`config.mk`:
```
export PLATFORM = sky130hd
export DESIGN_NAME = irq_msi_arbiter
export DESIGN_NICKNAME = d
export VERILOG_FILES = /design/src/rtl/irq_msi_arbiter_pkg.sv /design/src/rtl/irq_msi_arbiter_edge_pending.sv /design/src/rtl/irq_msi_arbiter.sv
export SDC_FILE = /design/constraint.sdc
export NUM_CORES = 1
export LEC_CHECK = 0
export CAP_MARGIN = 10
export CORE_AREA = 2 2 117 91
export DETAILED_ROUTE_END_ITERATION = 16
export DIE_AREA = 0 0 119 93
export PLACE_DENSITY = 0.84
export SKIP_LAST_GASP = 1
export SYNTH_ARGS = -nofsm -noshare
export SYNTH_HDL_FRONTEND = slang
export SYNTH_SLANG_ARGS = --single-unit
```
`constraint.sdc`:
```
create_clock -name clk -period 3.3 [get_ports clk]
set_clock_uncertainty 0.15 [all_clocks]
set_input_delay 0.66 -clock clk [delete_from_list [all_inputs] [get_ports clk]]
set_output_delay 0.66 -clock clk [all_outputs]
set_load 0.005 [all_outputs]
```
`src/rtl/irq_msi_arbiter_pkg.sv`:
```
// Shared types and constants for the MSI arbiter: FSM states, grant
// sources and the per-source MSI vector numbers.
package irq_pkg;

  typedef enum logic [1:0] {
    IDLE    = 2'd0,
    REQ     = 2'd1,
    HOLDOFF = 2'd2
  } irq_state_t;

  typedef enum logic {
    SRC_RX = 1'b0,
    SRC_TX = 1'b1
  } irq_src_t;

  localparam logic [7:0] MSI_VEC_RX = 8'd0;
  localparam logic [7:0] MSI_VEC_TX = 8'd1;

  // With a single granted vector both sources must share vector 0.
  function automatic logic [7:0] msi_vector(input irq_src_t src, input logic [2:0] mmenable);
    if (mmenable == 3'd0) return MSI_VEC_RX;
    return (src == SRC_TX) ? MSI_VEC_TX : MSI_VEC_RX;
  endfunction

endpackage

```
`src/rtl/irq_msi_arbiter_edge_pending.sv`:
```
// Rising-edge detector plus sticky pending flag for one interrupt source.
// A level held high yields one request; a new edge beats a same-cycle clear.
module irq_edge_pending (
  input  logic clk,
  input  logic rst,
  input  logic send_irq,
  input  logic clr,
  output logic pending
);

  logic prev;
  logic rise;

  assign rise = send_irq & ~prev;

  // Track the previous level and set/clear the pending flag (set wins).
  always_ff @(posedge clk) begin
    if (rst) begin
      prev    <= 1'b0;
      pending <= 1'b0;
    end else begin
      prev <= send_irq;
      if (rise)     pending <= 1'b1;
      else if (clr) pending <= 1'b0;
    end
  end

endmodule

```
`src/rtl/irq_msi_arbiter.sv`:
```
// Round-robin MSI arbiter between the tx and rx interrupt generators,
// driving the endpoint cfg_interrupt handshake with a post-accept holdoff.
//
// state   | meaning
// IDLE    | waiting for MSI enable and a pending source
// REQ     | cfg_interrupt_n low, waiting for cfg_interrupt_rdy_n low
// HOLDOFF | down-counting the gap before the next request may issue
module irq_msi_arbiter
  import irq_pkg::*;
#(
  parameter int HOLDOFF_CYCLES = 250,
  parameter int CNT_W          = 32
) (
  input  logic             clk,
  input  logic             rst,
  input  logic             send_irq_rx,
  input  logic             send_irq_tx,
  input  logic             cfg_interrupt_msienable,
  input  logic [2:0]       cfg_interrupt_mmenable,
  input  logic             cfg_interrupt_rdy_n,
  output logic             cfg_interrupt_n,
  output logic [7:0]       cfg_interrupt_di,
  output logic             cfg_interrupt_assert_n,
  output logic             irq_sent_rx,
  output logic             irq_sent_tx,
  output logic [CNT_W-1:0] irq_cnt_rx,
  output logic [CNT_W-1:0] irq_cnt_tx
);

  localparam logic [15:0] HOLD_LOAD = HOLDOFF_CYCLES[15:0];

  irq_state_t  state, state_nxt;
  irq_src_t    grant, last_grant, pick;
  logic [15:0] timer;
  logic        pend_rx, pend_tx;
  logic        issue, accept, clr_rx, clr_tx;

  assign cfg_interrupt_assert_n = 1'b1;

  irq_edge_pending u_pend_rx (
    .clk      (clk),
    .rst      (rst),
    .send_irq (send_irq_rx),
    .clr      (clr_rx),
    .pending  (pend_rx)
  );

  irq_edge_pending u_pend_tx (
    .clk      (clk),
    .rst      (rst),
    .send_irq (send_irq_tx),
    .clr      (clr_tx),
    .pending  (pend_tx)
  );

  // On a tie the source that did not win last time is granted.
  assign pick = (pend_rx && pend_tx) ? ((last_grant == SRC_TX) ? SRC_RX : SRC_TX)
                                     : (pend_tx ? SRC_TX : SRC_RX);

  // State register.
  always_ff @(posedge clk) begin
    if (rst) state <= IDLE;
    else     state <= state_nxt;
  end

  // Next-state logic; REQ ignores msienable so an issued MSI is never withdrawn.
  always_comb begin
    state_nxt = state;
    case (state)
      IDLE:    if (cfg_interrupt_msienable && (pend_rx || pend_tx)) state_nxt = REQ;
      REQ:     if (!cfg_interrupt_rdy_n) state_nxt = HOLDOFF;
      HOLDOFF: if (timer == 16'd0) state_nxt = IDLE;
      default: state_nxt = IDLE;
    endcase
  end

  // Handshake strobes and pending-clear requests derived from the state.
  always_comb begin
    issue  = (state == IDLE) && cfg_interrupt_msienable && (pend_rx || pend_tx);
    accept = (state == REQ) && !cfg_interrupt_rdy_n;
    clr_rx = accept && (grant == SRC_RX);
    clr_tx = accept && (grant == SRC_TX);
  end

  // Registered handshake outputs, grant bookkeeping, holdoff timer and counters.
  always_ff @(posedge clk) begin
    if (rst) begin
      cfg_interrupt_n  <= 1'b1;
      cfg_interrupt_di <= 8'd0;
      irq_sent_rx      <= 1'b0;
      irq_sent_tx      <= 1'b0;
      irq_cnt_rx       <= '0;
      irq_cnt_tx       <= '0;
      grant            <= SRC_TX;
      last_grant       <= SRC_TX;
      timer            <= 16'd0;
    end else begin
      irq_sent_rx <= 1'b0;
      irq_sent_tx <= 1'b0;
      if (issue) begin
        cfg_interrupt_n  <= 1'b0;
        cfg_interrupt_di <= msi_vector(pick, cfg_interrupt_mmenable);
        grant            <= pick;
      end
      if (accept) begin
        cfg_interrupt_n <= 1'b1;
        last_grant      <= grant;
        timer           <= HOLD_LOAD;
        if (grant == SRC_RX) begin
          irq_sent_rx <= 1'b1;
          irq_cnt_rx  <= irq_cnt_rx + CNT_W'(1);
        end else begin
          irq_sent_tx <= 1'b1;
          irq_cnt_tx  <= irq_cnt_tx + CNT_W'(1);
        end
      end else if (state == HOLDOFF && timer != 16'd0) begin
        timer <= timer - 16'd1;
      end
    end
  end

endmodule

```
### Yosys cells after proc, flatten, opt, wreduce, memory -nomap -nowiden

Cells that the tools add are included.

| word-level totals | value |
|---|---|
| output and inout port bits | 76 |
| flip-flop bits (word level) | 99 |
| word-level logic and storage cells | 72 |
| input port bits | 9 |

| cells by class | value |
|---|---|
| bitwise operators | 6 |
| equal/unequal tests | 5 |
| reductions and logical operators | 22 |
| $add $sub $neg | 3 |
| mux-type cells | 21 |

Operator list:

| cell | number |
|---|---|
| $add 32x1->32 const B | 2 |
| $mux 8 | 4 |
| $logic_not 16->1 | 1 |
| $reduce_bool 16->1 | 1 |
| $sub 16x1->16 const B | 1 |
| $mux 1 | 13 |
| $logic_and 1x1->1 | 8 |
| $mux 2 | 3 |
| $ne 2x2->1 const B | 3 |
| $pmux 2 s3 | 1 |
| $reduce_bool 2->1 | 3 |
| $not 1->1 | 4 |
| $reduce_and 2->1 | 2 |
| $reduce_or 2->1 | 2 |
| $logic_not 3->1 | 1 |
| $reduce_and 3->1 | 1 |
| $and 1x1->1 | 2 |
| $eq 2x1->1 const B | 1 |
| $eq 2x2->1 const B | 1 |
| $logic_not 2->1 | 1 |
| $logic_not 1->1 | 1 |
| $logic_or 1x1->1 | 1 |

### Logic depth before layout (Yosys ltp)

Gate-level depths: netlist of run 1.

| logic depth | value |
|---|---|
| depth in word-level cells | 6 |
| gate-level depth with buffers | 8 |

### Hierarchy

A second synthesis of run 1 with hierarchy kept.

| unflattened totals | value |
|---|---|
| cells, all modules | 484 |
| area, all modules | 4224.1 um^2 |

By module, submodules not included:

| module | times used | cells an instance | area an instance (um^2) | sequential area each (um^2) |
|---|---|---|---|---|
| irq_msi_arbiter | 1 | 472 | 4088.9 | 1761.7 |
| irq_edge_pending | 2 | 6 | 67.6 | 40.0 |

### Least setup slack after synthesis of run 1

OpenSTA, ideal clock, no wires.

| path | value |
|---|---|
| kind | in2reg |
| from | input cfg_interrupt_rdy_n |
| to | register irq_cnt_tx[31] |
| stages | 7 |
| data arrival time | 2.283 ns |
| buffers on the path | 3 |
| path slack | 0.746 ns |
| setup time | 0.121 ns |
| cell sequence | nand4bb_1 -> buf_2 -> or3_1 -> buf_2 -> buf_2 -> nor4_1 -> mux2_2 |

| between the ends | value |
|---|---|
| word-level cells in the longest chain between the ends | 3 |

RTL lines:

| item | RTL line | source |
|---|---|---|
| from (decl) | irq_msi_arbiter.sv:20 | `input logic cfg_interrupt_rdy_n,` |
| $logic_not 1->1 | irq_msi_arbiter.sv:80 | `accept = (state == REQ) && !cfg_interrupt_rdy_n;` |
| $logic_and 1x1->1 | irq_msi_arbiter.sv:80 |  |
| $reduce_and 2->1 (no line) | -- |  |
| to (signal assigned) | irq_msi_arbiter.sv:114 | `irq_cnt_tx <= irq_cnt_tx + CNT_W'(1);` |
| to (decl) | irq_msi_arbiter.sv:27 | `output logic [CNT_W-1:0] irq_cnt_tx` |

No other way between the ends.
A chain may end at the register's enable or synchronous reset.

### Worst setup path in the final report of run 1

| path | value |
|---|---|
| from | input cfg_interrupt_rdy_n |
| to | register irq_cnt_tx[22] |

The elaborated chain is that of the path after synthesis.

==> results of run 1 <==
area by class of cell:
cell class                      count  area share [%]
Multi-Input combinational cell    397            43.7
Sequential cell                    92            32.6
Timing Repair Buffer               90            15.2
Clock buffer                       11            4.47
Tap cell                          136            3.01
Inverter                           11           0.731
Clock inverter                      2           0.221
power by group through the flow:
stage	registers, mW	logic (mW)	clock network (mW)
final	1.15	0.194	0.941
after global routing	1.15	0.215	0.995
after CTS	1.15	0.192	0.961
after detailed placement	1.17	0.187	0
after global placement	1.17	0.179	0
after floorplan	1.16	0.144	0
worst max path at each step:
stage	from	to	cells past startpoint
3_3_place_gp	cfg_interrupt_rdy_n	irq_cnt_tx[16]$_SDFFE_PP0P_	5
4_1_cts	cfg_interrupt_rdy_n	irq_cnt_tx[22]$_SDFFE_PP0P_	5
3_5_place_dp	cfg_interrupt_rdy_n	irq_cnt_tx[22]$_SDFFE_PP0P_	5
5_1_grt	cfg_interrupt_rdy_n	irq_cnt_tx[22]$_SDFFE_PP0P_	5
6_report	cfg_interrupt_rdy_n	irq_cnt_tx[22]$_SDFFE_PP0P_	5
2_1_floorplan	cfg_interrupt_rdy_n	irq_cnt_tx[31]$_SDFFE_PP0P_	7
cell families (layout without fill, tap and decap cells):
group	count (synthesis)	after routing	synth area share, %
fa+ha+maj	3	3	0.825
buf+inv	53	114	5.64
flops	92	92	40.5
mux	18	18	4.40
other cells	2	8	0.165
xor+xnor	18	18	3.47
simple gates	253	253	32.4
compound gates	97	97	12.6
registers in the layout, summed over array words and instances, names as in the netlist:
name,count
irq_cnt_rx,32
irq_cnt_tx,32
timer,16
state,2
cfg_interrupt_di,1
cfg_interrupt_n,1
grant,1
irq_sent_rx,1
irq_sent_tx,1
last_grant,1
u_pend_rx.pending,1
u_pend_rx.prev,1
u_pend_tx.pending,1
u_pend_tx.prev,1
layout by cell type, fill, tap and decap left out, drive strengths merged, types with 3 or more instances in the layout:
master | synthesis | routed
buf | 20 | 15
nor4 | 17 | 17
nor3 | 8 | 8
conb | 2 | 8
or3b | 3 | 3
nor2b | 22 | 22
mux2 | 16 | 16
and3 | 5 | 5
nand4 | 17 | 17
clkdlybuf4s50 | 0 | 75
dfxtp | 92 | 92
nor2 | 48 | 48
and4 | 7 | 7
nand2b | 3 | 3
or4b | 3 | 3
xnor2 | 13 | 13
nand2 | 21 | 21
o31ai | 18 | 18
a31oi | 5 | 5
nand3 | 25 | 25
xor2 | 5 | 5
clkbuf | 22 | 11
or4 | 28 | 28
o41ai | 5 | 5
o21ai | 20 | 20
and2 | 3 | 3
ha | 3 | 3
or3 | 30 | 30
a21oi | 44 | 44
inv | 11 | 11
or2 | 4 | 4
nand4b | 3 | 3
worst max-delay path: stages:
cell and delay (ns):
clkdlybuf4s50_1 0.50, or3b_1 0.58, or3_1 0.62, or4_1 0.54, a21oi_1 0.16
through the flow:
step	setup slack [ns]	instance area [sq um]	hold WS (ns)
finish	0.346	5650	0.296
global route	0.262	5650	0.343
CTS	0.372	5650	0.297
detailed placement	0.0447	5390	0.289
global placement	0.115	5390	0.285
floorplan	0.746	4570	0.285
per-layer routing:
metal	GRT usage (%)	wire [microns]
met1	25.3	4910
met2	35.1	5590
met3	4.88	597
met4	5.65	133
met5	0	0
==> summary.txt, run 1 <==
Cells and area
  • Non-Filler Instances: 739
  • Nets: slightly above 600
  • FILL cells: 890
  • Antenna cell count: 0
  • Multi-input gate area: 2470 sq um
  • Layout cells sized above 1: 8.62%
  • Register area: between 1500 and 2000 sq um
  • Synthesis-to-finish area growth: 24.3%
  • Final core occ: between 50% and 60%

Routing
  • Final ANT Viol Nets: 0
  • Vias per cell: 5.83
  • Drc violations: 0
  • DR pass1 iterations: 5
  • Final WL: 11.2 mm
  • Vias: around 4300
  • Per-cell routed wire length: 15.2 microns
  • Iteration-0 DRC Markers: 351

Timing
  • Setup TNS: 0 ns
  • Fin. Hold Viols: 0
  • Final Slew Violations: 0
  • Fmax achieved: about 0.34 GHz
  • Max_slew headroom: 58.8%
  • # setup viols final: 0
  • RSZ-0062 raised after global routing: no
  • Worst slew pin tran: 0.618 ns
  • Final period util: between 80% and 90%
  • Post-layout min period: 2.95 ns

Place
  • GPL Wtd Cong: 0.865
  • HPWL Detailed: between 8 and 9 mm
  • Dpl cells: 726
  • PortBufs: 76

Logic synthesis
  • Synth cell count leaders: dfxtp_1, nor2_1, a21oi_1
  • Synth top area share: 40.5%
  • Seq/Total Area, Yosys: between 40% and 50%
  • Synthesized flop and latch total: 92
  • Synth unique cells: 48
  • Ys Warns: 0
  • Post-synth EDFFs: 0
  • Syn avg cell area: 8.49 sq um
  • Asr flop ratio synth: 0%
  • Syn Std Cell Area: 4550 sq um
  • Dominant cell type by area after synthesis: dfxtp_1
  • Top-count cell post-synth: dfxtp_1
  • Mapped Cells: 536
  • Most used DFF post-synth: dfxtp_1
  • Top cells by area, synth: dfxtp_1, a21oi_1, or4_1

Clock tree
  • CTS root buf: clkbuf_16
  • Total CTS buffers: 9
  • H-tree Lvls: 3
  • CTS clk-pin slew, worst paths: 0.06 ns
  • Resized cells post-CTS: 0
  • CTS Hold Bufs: 0
  • Clock tree buffer depth: 2
  • Post-CTS Setup Inserts: 0
  • Clock Latency Late Sink: 0.34 ns
  • CTS sink count: 92
  • CTS tree: built

Critical path
  • R2R Path Start: state[0]$_SDFFE_PP0P_
  • WP data required: ~3.4 ns
  • Crit-path max FO: 13
  • Crit path capture type: flop
  • Worst reg2reg path depth: 4
  • Critical Path AT: 3.07 ns
  • Reg2Reg Setup Slack: 0.69 ns
  • Crit Path Category: input pin to flop
  • RR Endpoint: irq_cnt_tx[22]$_SDFFE_PP0P_
  • CP Launch Type: input pin

Power
  • Tot Pwr: 2.28 mW
  • Pleak: 1.85 nW
  • Int Power: 1.75 mW
  • Clock group share of total power: approximately 40%
  • Peak supply drop: around 0.29 mV
  • Psw: 0.538 mW
  • Sequential share of power: 50.3%
  • Comb pwr share: 8.5%
  • Switch share: 23.5%
  • PwrDens: 404 nW/um^2

Global route
  • First-pass GRT wire length: 18.4 mm
  • Total Routing Usage GR: approximately a fifth
  • Largest net degree at the start of global routing: 37
  • Vias in the first global route: slightly below 4000
  • Initial antenna violation count: 0
  • Remaining global-route overflow: 0

Run status
  • Status: finished clean

Floorplanning
  • Horiz. Die Dim: 119 microns
  • Die Span Y: 93 microns
  • Starting density of the core: 45.6%
  • Core Rows: 32
  • Die area: around 11000 sq um
  • Ports: 85
  • Core ar.: approximately 10000 sq um

Min path
  • Worst Hold Path EP: cfg_interrupt_n$_SDFFE_PP1P_
  • HP Start: cfg_interrupt_n$_SDFFE_PP1P_
  • Hold depth: 2
  • Hold WC Path Type: flop to flop

Job
  • Max Cap Violations: 0
No activity file was read; power rests on OpenSTA's default activity.
==> run 2: changes to the inputs <==
TNS_END_PERCENT = 20   (was not set)
==> results of run 2 <==
Final layout, timing and power as in run 1 (identical DEF).
